[src/rtl/counter_cmd_arbiter.sv]
// counter_cmd_arbiter
//   Shared W-bit counter driven by NREQ requesters through a round-robin
//   arbiter. Each requester issues CLR/INC/DEC/LOAD. A free-running prescaler
//   produces autocount ticks that increment the counter when enabled.
//   Registered edge triggers flag arrival at zero, all-ones and THRESH.
//
// Optional feature macro: COUNTER_CMD_SAT_EN
//   Defined:   INC and autocount saturate at all-ones, DEC saturates at zero.
//   Undefined: INC/DEC/autocount wrap modulo 2^W.
//
// Ports
//   clk           in   block clock, posedge
//   reset_n       in   asynchronous active-low reset
//   req[NREQ]     in   per-requester request, held until its ack
//   cmd[2*NREQ]   in   cmd[2i+:2] for requester i: 00 CLR, 01 INC, 10 DEC, 11 LOAD
//   data[W*NREQ]  in   data[W*i+:W] load value for requester i
//   ack[NREQ]     out  one-hot grant-complete pulse, high during the EXEC cycle
//   autocount_en  in   enables prescaler-tick increments
//   count[W]      out  registered counter value
//   busy          out  FSM state bit: high while in EXEC
//   trig_zero     out  1-cycle pulse when count has just become 0
//   trig_max      out  1-cycle pulse when count has just become all-ones
//   trig_thresh   out  1-cycle pulse when count has just become THRESH
//
// Handshake: in IDLE the arbiter samples req and, for the winner, latches
// cmd/data on the IDLE->EXEC edge; the requester may change cmd/data after
// that edge. ack[winner] is high for the whole EXEC cycle and the requester
// drops req on the clock edge that ends that cycle. A req still high in the
// following IDLE cycle is a new request.
module counter_cmd_arbiter #(
    parameter int             NREQ   = 4,
    parameter int             W      = 8,
    parameter int             DIV    = 4194304,
    parameter logic [W-1:0]   THRESH = 8'h80
) (
    input  logic                clk,
    input  logic                reset_n,
    input  logic [NREQ-1:0]     req,
    input  logic [2*NREQ-1:0]   cmd,
    input  logic [W*NREQ-1:0]   data,
    output logic [NREQ-1:0]     ack,
    input  logic                autocount_en,
    output logic [W-1:0]        count,
    output logic                busy,
    output logic                trig_zero,
    output logic                trig_max,
    output logic                trig_thresh
);

    localparam int              PTRW      = (NREQ > 1) ? $clog2(NREQ) : 1;
    localparam int              PW        = $clog2(DIV);
    localparam logic [PTRW:0]   NREQ_L    = (PTRW+1)'(NREQ);
    localparam logic [PW-1:0]   PRESC_TOP = PW'(DIV - 1);

    typedef enum logic {IDLE = 1'b0, EXEC = 1'b1} state_t;

    state_t             state, state_next;
    logic [PTRW-1:0]    rr_ptr;
    logic [PTRW-1:0]    win_idx;
    logic [NREQ-1:0]    win_oh;
    logic [1:0]         cmd_q;
    logic [W-1:0]       data_q;
    logic [PW-1:0]      presc;
    logic               tick;
    logic               tick_pend, pend_next;

    logic               grant_found;
    logic [PTRW-1:0]    grant_idx;
    logic [NREQ-1:0]    grant_oh;
    logic [1:0]         grant_cmd;
    logic [W-1:0]       grant_data;
    logic [PTRW:0]      cand;
    logic [PTRW:0]      rr_inc;

    logic [W-1:0]       inc_val, dec_val, exec_val, count_next;

    // Rotating-priority search starting at rr_ptr. The extra bit of cand
    // lets the modulo-NREQ wrap work for non-power-of-two NREQ.
    always_comb begin
        grant_found = 1'b0;
        grant_idx   = '0;
        grant_oh    = '0;
        cand        = '0;
        for (int off = 0; off < NREQ; off++) begin
            cand = {1'b0, rr_ptr} + (PTRW+1)'(off);
            if (cand >= NREQ_L) cand = cand - NREQ_L;
            if (!grant_found && req[cand[PTRW-1:0]]) begin
                grant_found = 1'b1;
                grant_idx   = cand[PTRW-1:0];
            end
        end
        grant_oh[grant_idx] = grant_found;
    end

    always_comb begin
        grant_cmd  = '0;
        grant_data = '0;
        for (int i = 0; i < NREQ; i++) begin
            if (grant_oh[i]) begin
                grant_cmd  = cmd[2*i +: 2];
                grant_data = data[W*i +: W];
            end
        end
    end

    always_comb begin
        state_next = state;
        case (state)
            IDLE:    if (grant_found) state_next = EXEC;
            EXEC:    state_next = IDLE;
            default: state_next = IDLE;
        endcase
    end

    always_comb begin
        rr_inc = {1'b0, win_idx} + (PTRW+1)'(1);
        if (rr_inc == NREQ_L) rr_inc = '0;
    end

`ifdef COUNTER_CMD_SAT_EN
    assign inc_val = (count == {W{1'b1}}) ? count : count + W'(1);
    assign dec_val = (count == '0)        ? count : count - W'(1);
`else
    assign inc_val = count + W'(1);
    assign dec_val = count - W'(1);
`endif

    assign tick = (presc == '0);

    // EXEC owns the count update in its cycle; a tick landing on EXEC is
    // parked in tick_pend and applied in the next non-EXEC cycle. Only one
    // tick can be parked, and dropping autocount_en discards it.
    always_comb begin
        case (cmd_q)
            2'b00:   exec_val = '0;
            2'b01:   exec_val = inc_val;
            2'b10:   exec_val = dec_val;
            default: exec_val = data_q;
        endcase
        count_next = count;
        pend_next  = autocount_en ? tick_pend : 1'b0;
        if (state == EXEC) begin
            count_next = exec_val;
            if (autocount_en && tick) pend_next = 1'b1;
        end else if (autocount_en && (tick || tick_pend)) begin
            count_next = inc_val;
            pend_next  = 1'b0;
        end
    end

    always_ff @(posedge clk or negedge reset_n) begin
        if (!reset_n) begin
            state       <= IDLE;
            rr_ptr      <= '0;
            win_idx     <= '0;
            win_oh      <= '0;
            cmd_q       <= '0;
            data_q      <= '0;
            presc       <= PRESC_TOP;
            tick_pend   <= 1'b0;
            count       <= '0;
            trig_zero   <= 1'b0;
            trig_max    <= 1'b0;
            trig_thresh <= 1'b0;
        end else begin
            state       <= state_next;
            presc       <= tick ? PRESC_TOP : presc - PW'(1);
            tick_pend   <= pend_next;
            count       <= count_next;
            // Pulse only on a real change into the match value.
            trig_zero   <= (count_next != count) && (count_next == '0);
            trig_max    <= (count_next != count) && (count_next == {W{1'b1}});
            trig_thresh <= (count_next != count) && (count_next == THRESH);
            if (state == IDLE && grant_found) begin
                win_idx <= grant_idx;
                win_oh  <= grant_oh;
                cmd_q   <= grant_cmd;
                data_q  <= grant_data;
            end
            if (state == EXEC) rr_ptr <= rr_inc[PTRW-1:0];
        end
    end

    assign busy = (state == EXEC);
    assign ack  = busy ? win_oh : '0;

endmodule
[config.mk]
export PLATFORM = sky130hd
export DESIGN_NAME = counter_cmd_arbiter
export DESIGN_NICKNAME = d
export VERILOG_FILES = /design/src/rtl/counter_cmd_arbiter.sv
export SDC_FILE = /design/constraint.sdc
export NUM_CORES = 1
export LEC_CHECK = 0
export CAP_MARGIN = 10
export CORE_UTILIZATION = 55
export CTS_BUF_LIST = sky130_fd_sc_hd__clkbuf_16
export CTS_CLUSTER_SIZE = 40
export DETAILED_ROUTE_END_ITERATION = 8
export MAX_ROUTING_LAYER = met4
export PLACE_DENSITY = 0.81
export SLEW_MARGIN = 20
export SYNTH_ARGS = -nofsm -noshare
export SYNTH_HDL_FRONTEND = slang
export SYNTH_SLANG_ARGS = --single-unit
[constraint.sdc]
create_clock -name clk -period 5.8 [get_ports clk]
set_clock_uncertainty 0.1 [all_clocks]
set_input_delay 1.16 -clock clk [delete_from_list [all_inputs] [get_ports clk]]
set_output_delay 1.16 -clock clk [all_outputs]
set_load 0.005 [all_outputs]
==> out/qor.txt, run 1 <==
TritonCTS clock tree - done
Endpoint, Worst Hold - presc[0]
reg-to-reg critical path startpoint - presc[0]
full die area - 0.00679 sq mm
cells after synthesis - 403
max cap viols - 0
initial antenna violation count - 0
TNS Setup - 0 ps
Ys Warns - 0
type of origin of the critical path - input port
reg-to-reg setup timing slack - 2170 ps
Mapped Area - 0.00355 sq mm
Hold Path Class - reg2reg
final setup vio count - 0
Hold Crit Depth - 1
minimum clock period - 3800 ps
Layout Utilization - 71.6%
CORE AREA - 0.00606 sq mm
share of layout cells above drive strength 1 - 14.5%
Antenna Cells - 0
die width - 82.4 um
Slew Viols, Final - 0
Seq/Total Area, Yosys - 38.1%
f_max - 0.263 GHz
area share of the largest cell type after synthesis - 21.8%
Final Non-Filler Cells - 522
async set or reset register ratio after synthesis - 100%
DRT iter0 DRCs - 328
CTS root buffer - clkbuf_16
post-synth top area cell - dfrtp_1
Mapped Nets - 454
commonest non-fill, non-tap cell in the layout - clkdlybuf4s50_1
GRT overflow - 0
worst slew pin tran - 938 ps
Total GRT Usage - 26.8%
Setup Buffers After CTS - 0
most frequent cells in the layout - clkdlybuf4s50_1, nand2_1, dfrtp_1
VDD IR-drop max - 0.241 mV
WL final - 8.24 mm
reg-to-reg endpoint - trig_zero
CTS max path bufs - 2
Rows - 28
Slew headroom - 37.5%
Starting Density - 58.6%
period utilization - 65.5%
min-delay src - presc[0]
Final Hold Viols - 0
power density over the cells - 403 mW/mm^2
largest net degree at the start of global routing - 54
DIE HEIGHT - 82.4 um
Via-to-Cell Ratio - 6.17
worst path required time - 5890 ps
Final ANT Viol Nets - 0
Main synth FF type - dfrtp_1
port bufs - 62
CTS-repair resized insts - 0
crit end category - flip-flop
RSZ-0062 raised after global routing - no
final hold slack - 368 ps
DRT Pass-1 Iters - 6
Layout area overhead - 22.2%
GPL Wtd Cong - 1.00
Wirelength per Cell - 15.8 um
clk_lat worst skew - 290 ps
run status - finished clean
Inserted Clock Buffers - 5
Critical Path AT - 3890 ps
fin nets - 497
H-tree Lvls - 2
Worst R2R Path Depth - 9
first-pass GRT wire length - 13.6 mm
distinct cell type count after synthesis - 59
number of flops mapped to enable cells by yosys - 0
cell count after placement - 514
drt drc - 0
Synth Area per Inst - 8.82 sq um
Vias - 3219
vias in the first global route - 2940
CP max FO - 8
Ports - 63
Leakage - 1.71 nW
dominant cells by area after synthesis - dfrtp_1, dfstp_2, mux2i_1, nand2_1, o21ai_0
count of state elements after synthesis - 53
Clock transition at path regs - 70 ps
kind of critical path - in2reg
hold_buf cts - 0
CTS sink count - 53
hpwl dp - 5.93 mm
## metrics by stage
stage          area, sq um  power, mW  setup WS, ps
2_1_floorplan         3550       1.17          2360
3_3_place_gp          4180       1.39          1800
3_5_place_dp          4180       1.42          1710
4_1_cts               4340       1.74          2000
5_1_grt               4340       1.87          1870
6_report              4340       1.75          2000
## critical path, cell delays in order
cell and delay, ps:
clkdlybuf4s50_1 520, nand2b_1 70, or4_4 460, o31a_4 340, or4b_1 480, and3_4 200, or3_4 400, nor4b_2 260
## registers in the layout, summed over array words and instances, names as in the netlist
signal,cells
cmd_q,2
data_q,8
win_idx,2
trig_max,1
win_oh,4
presc,22
busy,1
trig_thresh,1
rr_ptr,2
tick_pend,1
trig_zero,1
count,8
## Yosys cell counts (all sizes together), types with 8 or more instances
master	n
a21oi	12
clkbuf	29
dfrtp	31
dfstp	22
inv	15
mux2	11
mux2i	26
nand2	52
nand3	18
nor2	20
nor3	12
o21ai	29
or3	10
or4	9
xnor2	8
xor2	11
## cell families (layout without fill, tap and decap cells)
group           count (synthesis)  in the layout  synth area share (%)
simple gates                  161            161                  24.4
buf+inv                        44             88                  4.68
flops                          53             53                  38.1
mux                            37             37                  10.8
fa+ha+maj                       4              4                  1.41
compound gates                 85             85                  15.9
xor+xnor                       19             19                  4.68
## worst max path at each step
stage / endpoint / depth (start not counted) / startpoint
4_1_cts: trig_zero / 8 / autocount_en
5_1_grt: trig_zero / 8 / autocount_en
2_1_floorplan: trig_thresh / 7 / autocount_en
3_5_place_dp: trig_zero / 8 / autocount_en
6_report: trig_zero / 8 / autocount_en
3_3_place_gp: trig_thresh / 8 / autocount_en
## metal layers
metal	up-vias	part of all wire (%)	track usage [%]
li1	1540	-	-
met1	1511	44	34.3
met2	154	48	43.2
met3	14	6.8	4.40
met4	0	1.2	8.42
met5	-	0	-
## where the power goes
group          leakage (nW)  switching (mW)  internal [mW]  total, mW
Sequential            0.621           0.180          0.457      0.637
Combinational          1.00           0.391          0.405      0.796
Clock                0.0834           0.131          0.186      0.316
## final cells by class
class                           instances  area, sq um
Fill cell                             463         1720
Clock buffer                            6          150
Tap cell                               75         93.8
Sequential cell                        53         1350
Multi-Input combinational cell        306         2040
Inverter                               15         56.3
Clock inverter                          2         12.5
Timing Repair Buffer                   65          638
No activity file was read; power rests on OpenSTA's default activity.
==> run 2: changes to the inputs <==
CORE_UTILIZATION = 48   (was 55)
PLACE_DENSITY = 0.75   (was 0.81)
clock period = 3.1 ns   (was 5.8 ns; I/O delays follow)
==> run 2 against run 1 <==
Routed wire length is 7.1% higher; global-route usage shrank 1.6 points; clock power grew 75%; critical path type is now reg2reg; critical endpoint unchanged; largest power group unchanged.
==> out/qor.txt, run 2 (same netlist as run 1, synthesis figures left out) <==
placed instance area - 0.00446 sq mm (+6.8%)
Slew Viols, Final - 0 (unchanged)
Leakage - 1.87 nW (+9.8%)
Setup crit start - presc[15]
WL final - 8.83 mm (+7.1%)
Vias - 3278 (+1.8%)
CTS root buffer - clkbuf_16
Setup crit end - trig_zero
final setup vio count - 0 (unchanged)
worst path required time - 3200 ps (-2690 ps)
drt drc - 0 (unchanged)
hpwl dp - 6.65 mm (+12%)
cell count after placement - 572 (+11%)
Final ANT Viol Nets - 0 (unchanged)
reg-to-reg critical path startpoint - presc[15]
max FFs per register - 22 (unchanged)
GRT overflow - 0 (unchanged)
Reg with most FFs - presc
Slew headroom - 59.5% (+22 points)
fin nets - 531 (+6.8%)
Wirelength per Cell - 15.2 um (-3.6%)
multi-input logic area - 0.00207 sq mm (+1.7%)
reg-to-reg endpoint - trig_zero
storage element area - 0.00135 sq mm (unchanged)
Rows - 31 (+11%)
clk_lat worst skew - 290 ps (about the same)
Final Hold Viols - 0 (unchanged)
kind of critical path - reg2reg
H-tree Lvls - 2 (unchanged)
Worst R2R Path Depth - 7 (-2)
DRT iter0 DRCs - 258 (-21%)
run status - finished clean
Layout Utilization - 64.4% (-7.2 points)
CTS sink count - 53 (unchanged)
TNS Setup - 0 ps (unchanged)
DIE HEIGHT - 88.0 um (+6.9%)
reg-to-reg setup timing slack - 4 ps (-2170 ps)
power density over the cells - 731 mW/mm^2 (+82%)
Clock transition at path regs - 70 ps (about the same)
final worst slack - 4.25 ps (-2000 ps)
most frequent cells in the layout - clkdlybuf4s50_1, nand2_1, buf_4
Filler Cell Count - 599 (+29%)
max cap viols - 0 (unchanged)
minimum clock period - 3100 ps
Hold Path Class - in2async
share of layout cells above drive strength 1 - 21.8% (+7.3 points)
crit end category - flip-flop
Ports - 63 (unchanged)
initial antenna violation count - 0 (unchanged)
DP Worst Slack - -395 ps (-2100 ps)
full die area - 0.00775 sq mm (+14%)
Inserted Clock Buffers - 5 (unchanged)
Overall Power - 3.40 mW (+94%)
Design Area, Final - 0.00465 sq mm (+7.0%)
Total GRT Usage - 25.2% (-1.6 points)
GPL Wtd Cong - 0.961 (-4.3%)
f_max - 0.323 GHz
commonest non-fill, non-tap cell in the layout - clkdlybuf4s50_1
Antenna Cells - 0 (unchanged)
first-pass GRT wire length - 14.7 mm (+8.3%)
CP max FO - 5 (-3)
CTS max path bufs - 2 (unchanged)
CORE AREA - 0.00721 sq mm (+19%)
Largest regs - presc x22, count x8, data_q x8
largest net degree at the start of global routing - 30 (-44%)
die width - 88.0 um (+6.9%)
worst slew pin tran - 607 ps (-331 ps)
Starting Density - 49.3% (-9.4 points)
type of origin of the critical path - flip-flop
VDD IR-drop max - 0.431 mV (+79%)
Via-to-Cell Ratio - 5.65 (-8.4%)
final hold slack - 231 ps (-137 ps)
period utilization - 99.9%
DRT Pass-1 Iters - 5 (-1)
Critical Path AT - 3200 ps (-690 ps)
Layout area overhead - 30.7%
TritonCTS clock tree - done
Final Non-Filler Cells - 580 (+11%)
RSZ-0062 raised after global routing - yes
vias in the first global route - 3146 (+7.0%)
port bufs - 62 (unchanged)
-- run 2: cell count changes in the layout (fill, tap and decap cells not counted), sizes merged --
cell           change
clkdlybuf4s50      -1
dlygate4sd2        +1
clkbuf             -1
inv                -1
buf               +34
clkinv             +2
-- run 2: report_power, final --
| part | internal, mW | switching (mW) |
|---|---|---|
| combinational | 0.875 | 0.904 |
| sequential | 0.858 | 0.207 |
| clock | 0.301 | 0.252 |
| total | 2.03 | 1.36 |
-- run 2: layout make-up --
type                       instances  area share [%]
timing repair buffer              99            19.2
tap                               99            2.67
clock buffer                       5            2.69
clock inverter                     3           0.485
sequential                        53            29.1
multi-input combinational        306            44.6
inverter                          15            1.21
-- run 2: critical path, cell delays in order, from the launching register on --
cell,delay (ps)
dfstp_2,370
or4_4,530
or3_4,380
o31a_4,360
or4b_1,460
and3_4,190
or3_4,350
nor4b_4,250
-- run 2: layer usage --
layer	part of all wire (%)	up-vias	global-route usage (%)
li1	-	1605	-
met1	45	1539	32.2
met2	49	129	41.4
met3	5.6	5	4.15
met4	0.82	0	6.89
met5	0	-	-
-- run 2: worst min-delay path by stage --
stage          slack [ps]       end  startpoint  depth (start not counted)
2_1_floorplan         220      busy     reset_n                          0
3_3_place_gp          350  presc[0]    presc[0]                          1
3_5_place_dp          350  presc[0]    presc[0]                          1
4_1_cts               250  count[7]     reset_n                          1
5_1_grt               270  count[7]     reset_n                          1
6_report              230  count[0]     reset_n                          1
-- run 2: what timing repair did --
item                       in CTS  in global routing
hold buffers                    0                  0
pin swaps                       4                  1
setup endpoints to repair       3                  3
gates resized for setup         4                  4
gates cloned                    0                  0
buffers inserted                0                  0
